<file path="config.mk">
export PLATFORM = sky130hd
export DESIGN_NAME = uart_tx_sched_flat
export DESIGN_NICKNAME = d
export VERILOG_FILES = /design/src/rtl/uart_tx_sched_if.sv /design/src/rtl/uart_tx_sched.sv /design/src/flat_wrapper.sv
export SDC_FILE = /design/constraint.sdc
export NUM_CORES = 1
export LEC_CHECK = 0
export ABC_AREA = 1
export BUFFER_PORTS_ARGS = -buffer_cell sky130_fd_sc_hd__buf_2
export CAP_MARGIN = 20
export CELL_PAD_IN_SITES_DETAIL_PLACEMENT = 1
export CELL_PAD_IN_SITES_GLOBAL_PLACEMENT = 1
export CORE_ASPECT_RATIO = 1.4
export CORE_MARGIN = 10
export CORE_UTILIZATION = 35
export DETAILED_ROUTE_END_ITERATION = 8
export PLACE_DENSITY = 0.74
export RECOVER_POWER = 50
export SLEW_MARGIN = 20
export SYNTH_ARGS = -nofsm -noshare
export SYNTH_HDL_FRONTEND = slang
export SYNTH_SLANG_ARGS = --single-unit
</file>
<file path="constraint.sdc">
create_clock -name i_Clock -period 2.8 [get_ports i_Clock]
set_clock_uncertainty 0.1 [all_clocks]
set_input_delay 0.14 -clock i_Clock [delete_from_list [all_inputs] [get_ports i_Clock]]
set_output_delay 0.14 -clock i_Clock [all_outputs]
set_load 0.02 [all_outputs]
</file>
<file path="src/rtl/uart_tx_sched_if.sv">
// Requester and transmitter signals for uart_tx_sched, grouped into one interface.
// The slave modport is the scheduler's view; the master modport drives the scheduler.
interface uart_tx_sched_if #(
    parameter int NUM_REQ = 4
);
    logic [NUM_REQ-1:0]   i_Req;
    logic [8*NUM_REQ-1:0] i_Req_Byte;
    logic [NUM_REQ-1:0]   i_Lock;
    logic [NUM_REQ-1:0]   o_Ack;
    logic [NUM_REQ-1:0]   o_Done;
    logic                 o_Err;
    logic                 o_Busy;
    logic [2:0]           o_Owner;
    logic                 o_TX_DV;
    logic [7:0]           o_TX_Byte;
    logic                 i_TX_Active;
    logic                 i_TX_Done;

    modport slave (
        input  i_Req, i_Req_Byte, i_Lock, i_TX_Active, i_TX_Done,
        output o_Ack, o_Done, o_Err, o_Busy, o_Owner, o_TX_DV, o_TX_Byte
    );

    modport master (
        output i_Req, i_Req_Byte, i_Lock, i_TX_Active, i_TX_Done,
        input  o_Ack, o_Done, o_Err, o_Busy, o_Owner, o_TX_DV, o_TX_Byte
    );
endinterface

</file>
<file path="src/rtl/uart_tx_sched.sv">
// Round-robin scheduler sharing one UART transmitter among NUM_REQ byte producers.
// Latency: ack is combinational in the grant cycle, TX_DV follows one cycle later.
// Backpressure: requesters hold i_Req until acked; no grant while the transmitter is active.
module uart_tx_sched #(
    parameter int NUM_REQ      = 4,
    parameter int GAP_CLKS     = 0,
    parameter int TIMEOUT_CLKS = 200000
) (
    input  logic           i_Clock,
    input  logic           i_Rst_L,
    uart_tx_sched_if.slave bus
);
    localparam int IDX_W = (NUM_REQ > 1) ? $clog2(NUM_REQ) : 1;
    localparam int WD_W  = $clog2(TIMEOUT_CLKS) + 1;
    localparam int GAP_W = $clog2(GAP_CLKS + 1) + 1;
    localparam logic [WD_W-1:0]  WD_LAST  = WD_W'(TIMEOUT_CLKS - 1);
    localparam logic [GAP_W-1:0] GAP_LAST = GAP_W'((GAP_CLKS > 0) ? GAP_CLKS - 1 : 0);
    localparam logic [IDX_W-1:0] PTR_RST  = IDX_W'(NUM_REQ - 1);

    typedef enum logic [1:0] {
        S_IDLE,
        S_ISSUE,
        S_WAIT_DONE,
        S_GAP
    } state_t;

    state_t             state_q, state_d;
    logic [IDX_W-1:0]   ptr_q, ptr_d;
    logic [IDX_W-1:0]   owner_q, owner_d;
    logic               lock_q, lock_d;
    logic [WD_W-1:0]    wd_q, wd_d;
    logic [GAP_W-1:0]   gap_q, gap_d;
    logic [7:0]         byte_q, byte_d;
    logic               done_q;

    logic               done_edge;
    logic               gnt_vld;
    logic [IDX_W-1:0]   gnt_idx;
    logic [IDX_W-1:0]   cand;
    logic               lock_hold;
    logic [NUM_REQ-1:0] ack;
    logic [NUM_REQ-1:0] done_pulse;
    logic               err;
    logic               dv;
    logic [7:0]         req_byte [NUM_REQ];

    for (genvar k = 0; k < NUM_REQ; k++) begin : g_slice
        assign req_byte[k] = bus.i_Req_Byte[8*k +: 8];
    end

    // A done level left over from the previous byte must not complete the next one.
    assign done_edge = bus.i_TX_Done & ~done_q;

    always_comb begin
        gnt_vld   = 1'b0;
        gnt_idx   = ptr_q;
        cand      = ptr_q;
        lock_hold = lock_q && bus.i_Lock[owner_q];
        if (lock_hold) begin
            if (bus.i_Req[owner_q]) begin
                gnt_vld = 1'b1;
                gnt_idx = owner_q;
            end
        end else begin
            for (int i = 1; i <= NUM_REQ; i++) begin
                cand = IDX_W'((int'(ptr_q) + i) % NUM_REQ);
                if (!gnt_vld && bus.i_Req[cand]) begin
                    gnt_vld = 1'b1;
                    gnt_idx = cand;
                end
            end
        end
    end

    always_comb begin
        state_d    = state_q;
        ptr_d      = ptr_q;
        owner_d    = owner_q;
        lock_d     = lock_q;
        wd_d       = wd_q;
        gap_d      = gap_q;
        byte_d     = byte_q;
        ack        = '0;
        done_pulse = '0;
        err        = 1'b0;
        dv         = 1'b0;
        case (state_q)
            S_IDLE: begin
                if (lock_q && !bus.i_Lock[owner_q]) begin
                    lock_d = 1'b0;
                end
                // Gating with reset keeps the combinational ack quiet while reset is held.
                if (i_Rst_L && !bus.i_TX_Active && gnt_vld) begin
                    ack[gnt_idx] = 1'b1;
                    byte_d       = req_byte[gnt_idx];
                    owner_d      = gnt_idx;
                    ptr_d        = gnt_idx;
                    state_d      = S_ISSUE;
                end
            end
            S_ISSUE: begin
                dv      = 1'b1;
                wd_d    = '0;
                state_d = S_WAIT_DONE;
            end
            S_WAIT_DONE: begin
                if (done_edge) begin
                    done_pulse[owner_q] = 1'b1;
                    lock_d              = bus.i_Lock[owner_q];
                    gap_d               = '0;
                    state_d             = (GAP_CLKS > 0) ? S_GAP : S_IDLE;
                end else if (wd_q == WD_LAST) begin
                    err     = 1'b1;
                    lock_d  = 1'b0;
                    state_d = S_IDLE;
                end else begin
                    wd_d = wd_q + 1'b1;
                end
            end
            S_GAP: begin
                if (gap_q == GAP_LAST) begin
                    state_d = S_IDLE;
                end else begin
                    gap_d = gap_q + 1'b1;
                end
            end
            default: state_d = S_IDLE;
        endcase
    end

    always_ff @(posedge i_Clock or negedge i_Rst_L) begin
        if (!i_Rst_L) begin
            state_q <= S_IDLE;
            ptr_q   <= PTR_RST;
            owner_q <= '0;
            lock_q  <= 1'b0;
            wd_q    <= '0;
            gap_q   <= '0;
            byte_q  <= '0;
            done_q  <= 1'b0;
        end else begin
            state_q <= state_d;
            ptr_q   <= ptr_d;
            owner_q <= owner_d;
            lock_q  <= lock_d;
            wd_q    <= wd_d;
            gap_q   <= gap_d;
            byte_q  <= byte_d;
            done_q  <= bus.i_TX_Done;
        end
    end

    assign bus.o_Ack     = ack;
    assign bus.o_Done    = done_pulse;
    assign bus.o_Err     = err;
    assign bus.o_Busy    = (state_q != S_IDLE);
    assign bus.o_Owner   = 3'(owner_q);
    assign bus.o_TX_DV   = dv;
    assign bus.o_TX_Byte = byte_q;
endmodule

</file>
<file path="src/flat_wrapper.sv">
// flat-port wrapper written by rule: the top's interface ports become plain ports
module uart_tx_sched_flat 
#(
    parameter int NUM_REQ      = 4,
    parameter int GAP_CLKS     = 0,
    parameter int TIMEOUT_CLKS = 200000
)
  (i_Clock, i_Rst_L, bus_i_Req, bus_i_Req_Byte, bus_i_Lock, bus_i_TX_Active, bus_i_TX_Done, bus_o_Ack, bus_o_Done, bus_o_Err, bus_o_Busy, bus_o_Owner, bus_o_TX_DV, bus_o_TX_Byte);
  uart_tx_sched_if #(.NUM_REQ(NUM_REQ)) bus_i ();
  input  logic i_Clock;
  input  logic i_Rst_L;
  input wire logic [$bits(bus_i.i_Req)-1:0] bus_i_Req;
  input wire logic [$bits(bus_i.i_Req_Byte)-1:0] bus_i_Req_Byte;
  input wire logic [$bits(bus_i.i_Lock)-1:0] bus_i_Lock;
  input wire logic [$bits(bus_i.i_TX_Active)-1:0] bus_i_TX_Active;
  input wire logic [$bits(bus_i.i_TX_Done)-1:0] bus_i_TX_Done;
  output wire logic [$bits(bus_i.o_Ack)-1:0] bus_o_Ack;
  output wire logic [$bits(bus_i.o_Done)-1:0] bus_o_Done;
  output wire logic [$bits(bus_i.o_Err)-1:0] bus_o_Err;
  output wire logic [$bits(bus_i.o_Busy)-1:0] bus_o_Busy;
  output wire logic [$bits(bus_i.o_Owner)-1:0] bus_o_Owner;
  output wire logic [$bits(bus_i.o_TX_DV)-1:0] bus_o_TX_DV;
  output wire logic [$bits(bus_i.o_TX_Byte)-1:0] bus_o_TX_Byte;
  assign bus_i.i_Req = bus_i_Req;
  assign bus_i.i_Req_Byte = bus_i_Req_Byte;
  assign bus_i.i_Lock = bus_i_Lock;
  assign bus_i.i_TX_Active = bus_i_TX_Active;
  assign bus_i.i_TX_Done = bus_i_TX_Done;
  assign bus_o_Ack = bus_i.o_Ack;
  assign bus_o_Done = bus_i.o_Done;
  assign bus_o_Err = bus_i.o_Err;
  assign bus_o_Busy = bus_i.o_Busy;
  assign bus_o_Owner = bus_i.o_Owner;
  assign bus_o_TX_DV = bus_i.o_TX_DV;
  assign bus_o_TX_Byte = bus_i.o_TX_Byte;
  uart_tx_sched #(.NUM_REQ(NUM_REQ), .GAP_CLKS(GAP_CLKS), .TIMEOUT_CLKS(TIMEOUT_CLKS)) u_core (.i_Clock(i_Clock), .i_Rst_L(i_Rst_L), .bus(bus_i));
endmodule
</file>
==> results.cfg <==
[outcome]
status = finished with violations
violations = max-capacitance violations, max-slew violations

[setup_path]
cp-startpoint = u_core.ptr_q[0]$_DFFE_PN1P_
rr_worst_depth = 8
r2r-end = u_core.wd_q[7]$_DFFE_PN0P_
regToRegSetupSlack_ps = 480
cp-start-kind = flip-flop
cp_max_fo = 11
crit_type = reg -> out
critPathRequiredTime_ps = 2560
rr_startpoint = u_core.wd_q[0]$_DFFE_PN0P_
endpoint_kind = output port
crit_arrival_ps = 2350

[placed_design]
numPortBuffers = 64
dp_hpwl_mm = 7.28
gp_congestion = 0.814
placed_area_mm2 = 0.00310
dpl.cell_count = 551
dp_slack_ps = 320

[logic_synthesis]
syn-num-nets = 446
yosys.area_share.simple_pct = 44.5
syn_area_per_cell_um2 = 6.82
synth-seq-area-share_pct = 32.4
synthArstFlopShare_pct = 100
synth_mux_area_share_pct = 0
syn-cell-area_mm2 = 0.00272
synth_top_family_by_area = simple AND/OR/NAND/NOR gates
synthXorXnorAreaFrac_pct = 2.58
yosysWarnings = 0
synth_compound_area_share_pct = 9.82
synth_fa_ha_area_share_pct = 1.84
synth_edf_count = 0
synth.top_cells.by_area = dfrtp_1 30%, nand2_1 15%, nand3_1 13%
synth.largest_area_cell = dfrtp_1
ys_seq_elements = 35
synth_top_area_share_pct = 30.4
synthFlopType = dfrtp_1
synth_cells = 398
yosysUniqueCellTypes = 36

[detailed_routing]
via_per_inst = 5.14
drc = 0
num_vias = 2922
drt-wirelength-per-cell_um = 15.8
first_iter_violations = 106
routed_wl_mm = 9.00
ant_nets = 0
drtPass1Iterations = 4

[min_path]
hold_class = in -> reg
holdPathEnd = u_core.bus.o_TX_Byte[7]$_DFFE_PN0P_
holdPathStages = 5
min_from = bus_i_Req_Byte[7]

[floorplanning]
io_pins = 66
row_count = 37
fp.coreArea_mm2 = 0.00745
start_util_pct = 36.4
die_w_um = 94.4
die_area_mm2 = 0.0117
fp.dieH_um = 124

[timing]
final_max_slew_viol_count = 36
max_freq_mhz = 385
fin_crit_sh_pct = 92.7
max-slew-margin-rel_pct = -27.8
worst_slack_ps = 206
period_needed_ps = 2590
hold_viol_final = 0
rsz0062_at_grt = false
tightest_slew_ps = 1920
fin_tns_setup_ps = 0
setup_viol = 0

[clock_tree]
clk_latency_ps = 290
cts_max_level = 2
clkSinkCount = 35
cts_buffer_depth = 2
cts_tree = built
numCtsBuffers = 5
clk_pin_slew_ps = 80
root_buffer = clkbuf_8

[pwr]
power_per_cell_area_mw_per_mm2 = 1100
leakagePower_nw = 1.62
vdd_drop_max_mv = 0.501

[cells_and_area]
fill_cells = 1005
fin_area_mm2 = 0.00328
nets = 519
synthToLayoutAreaGrowth_pct = 20.9
final_util_pct = 44.0
n_antenna_cell = 0
drive_above_1_share_pct = 22.2
layout.cells.non_filler = 569

[global_routing]
grt_pass1_wl_mm = 14.8
grt_pass1_vias = 3081
grt_overflow = 0
grt_max_degree = 36
track_usage_pct = 15.1
antenna_found_initial = 0

[run]
cap_violations = 1
layer usage:
metal / share of wire [%] / routed length (µm) / track usage, %
met1: 42 / 3750 / 17.2
met2: 54 / 4830 / 27.4
met3: 3.9 / 354 / 2.95
met4: 0.76 / 68 / 3.21
met5: 0 / 0 / 0
worst max-delay path by stage:
stage | to | cells past startpoint | slack (ps)
after floorplan | bus_o_Ack[1] | 9 | 670
after global placement | bus_o_Ack[0] | 13 | 420
after detailed placement | bus_o_Ack[2] | 13 | 320
after CTS | bus_o_Ack[3] | 11 | 20
after global routing | bus_o_Ack[3] | 12 | 5
final | bus_o_Ack[3] | 12 | 210
flip-flops by register name, indices dropped and copies added, names as in the netlist:
register	cells
u_core.bus.o_TX_Byte	8
u_core.done_q	1
u_core.lock_q	1
u_core.owner_q	2
u_core.ptr_q	2
u_core.state_q	2
u_core.wd_q	19
cells in the mapped netlist (2+ instances only):
| cell | count |
|---|---|
| o21ai_0 | 22 |
| buf_4 | 3 |
| nand2_2 | 8 |
| nand2_1 | 110 |
| o21ai_1 | 2 |
| nor3_1 | 6 |
| dfstp_2 | 2 |
| nand4_1 | 15 |
| clkbuf_1 | 3 |
| nand3_1 | 69 |
| o31ai_1 | 6 |
| ha_1 | 4 |
| a21oi_1 | 6 |
| inv_2 | 5 |
| buf_6 | 4 |
| inv_1 | 34 |
| o22ai_1 | 3 |
| nor2_1 | 29 |
| nand3_2 | 11 |
| xor2_1 | 8 |
| dfrtp_1 | 33 |
timing repair:
item,CTS,global route
cloned,0,0
endpoints found under the setup margin,2,4
hold buffers,2,0
resized for setup,1,5
buffers inserted,0,8
pin swaps,0,2
endpoints found under the hold margin,34,0
stage by stage:
| step | power [mW] | hold slack, ps |
|---|---|---|
| 4_1_cts | 3.48 | 98.4 |
| 3_5_place_dp | 3.08 | 150 |
| 2_1_floorplan | 2.56 | -256 |
| 6_report | 3.62 | 102 |
| 5_1_grt | 4.00 | 136 |
| 3_3_place_gp | 3.00 | 149 |
cell type report:
class	count	area [µm²]	share of cell area (%)
multi-input cells	311	1630	49.7
flip-flops and latches	35	878	26.8
repair buffers	78	413	12.6
inverters	40	150	4.57
well taps	97	121	3.70
clock buffers	5	68.8	2.10
clock inverters	3	20.0	0.610
cell usage in the layout (no fill, tap or decap), types with 4 or more instances in the layout:
cell      synthesis  layout
a21oi_1           6       6
buf_2             1      53
buf_4             3      11
clkbuf_1          3      12
clkbuf_8          0       5
dfrtp_1          33      33
ha_1              4       4
inv_1            34      33
inv_2             5       6
nand2_1         110     110
nand2_2           8       6
nand3_1          69      69
nand3_2          11      11
nand4_1          15      15
nor2_1           29      29
nor3_1            6       6
o21ai_0          22      22
o31ai_1           6       6
xor2_1            8       8
power breakdown:
| group | switching, mW | leakage, nW | internal [mW] | total (mW) |
|---|---|---|---|---|
| clock | 0.197 | 0.0402 | 0.173 | 0.370 |
| combinational | 1.70 | 1.12 | 0.810 | 2.51 |
| sequential | 0.106 | 0.460 | 0.633 | 0.739 |
| total | 2.00 | 1.62 | 1.62 | 3.62 |
cells by family (layout without fill, tap and decap cells):
kind of cell               count (synthesis)  in the layout
other                                      1              1
adders and majority gates                  4              4
and+or+nand+nor                          254            254
buffers and inverters                     52            126
AOI/OAI and AO/OA                         44             44
DFF                                       35             35
xor gates and xnor gates                   8              8
critical path, stage by stage (launching register included):
cell	delay, ps
dfstp_2	560
buf_4	180
nand2_1	70
nand2_1	130
nand2_1	70
nand2_1	110
nand2_1	100
nor2_1	170
nand2_1	80
nand3_1	120
nand2_2	150
nor2_1	140
buf_2	190
Note: power is estimated with default switching activity, not from simulation.
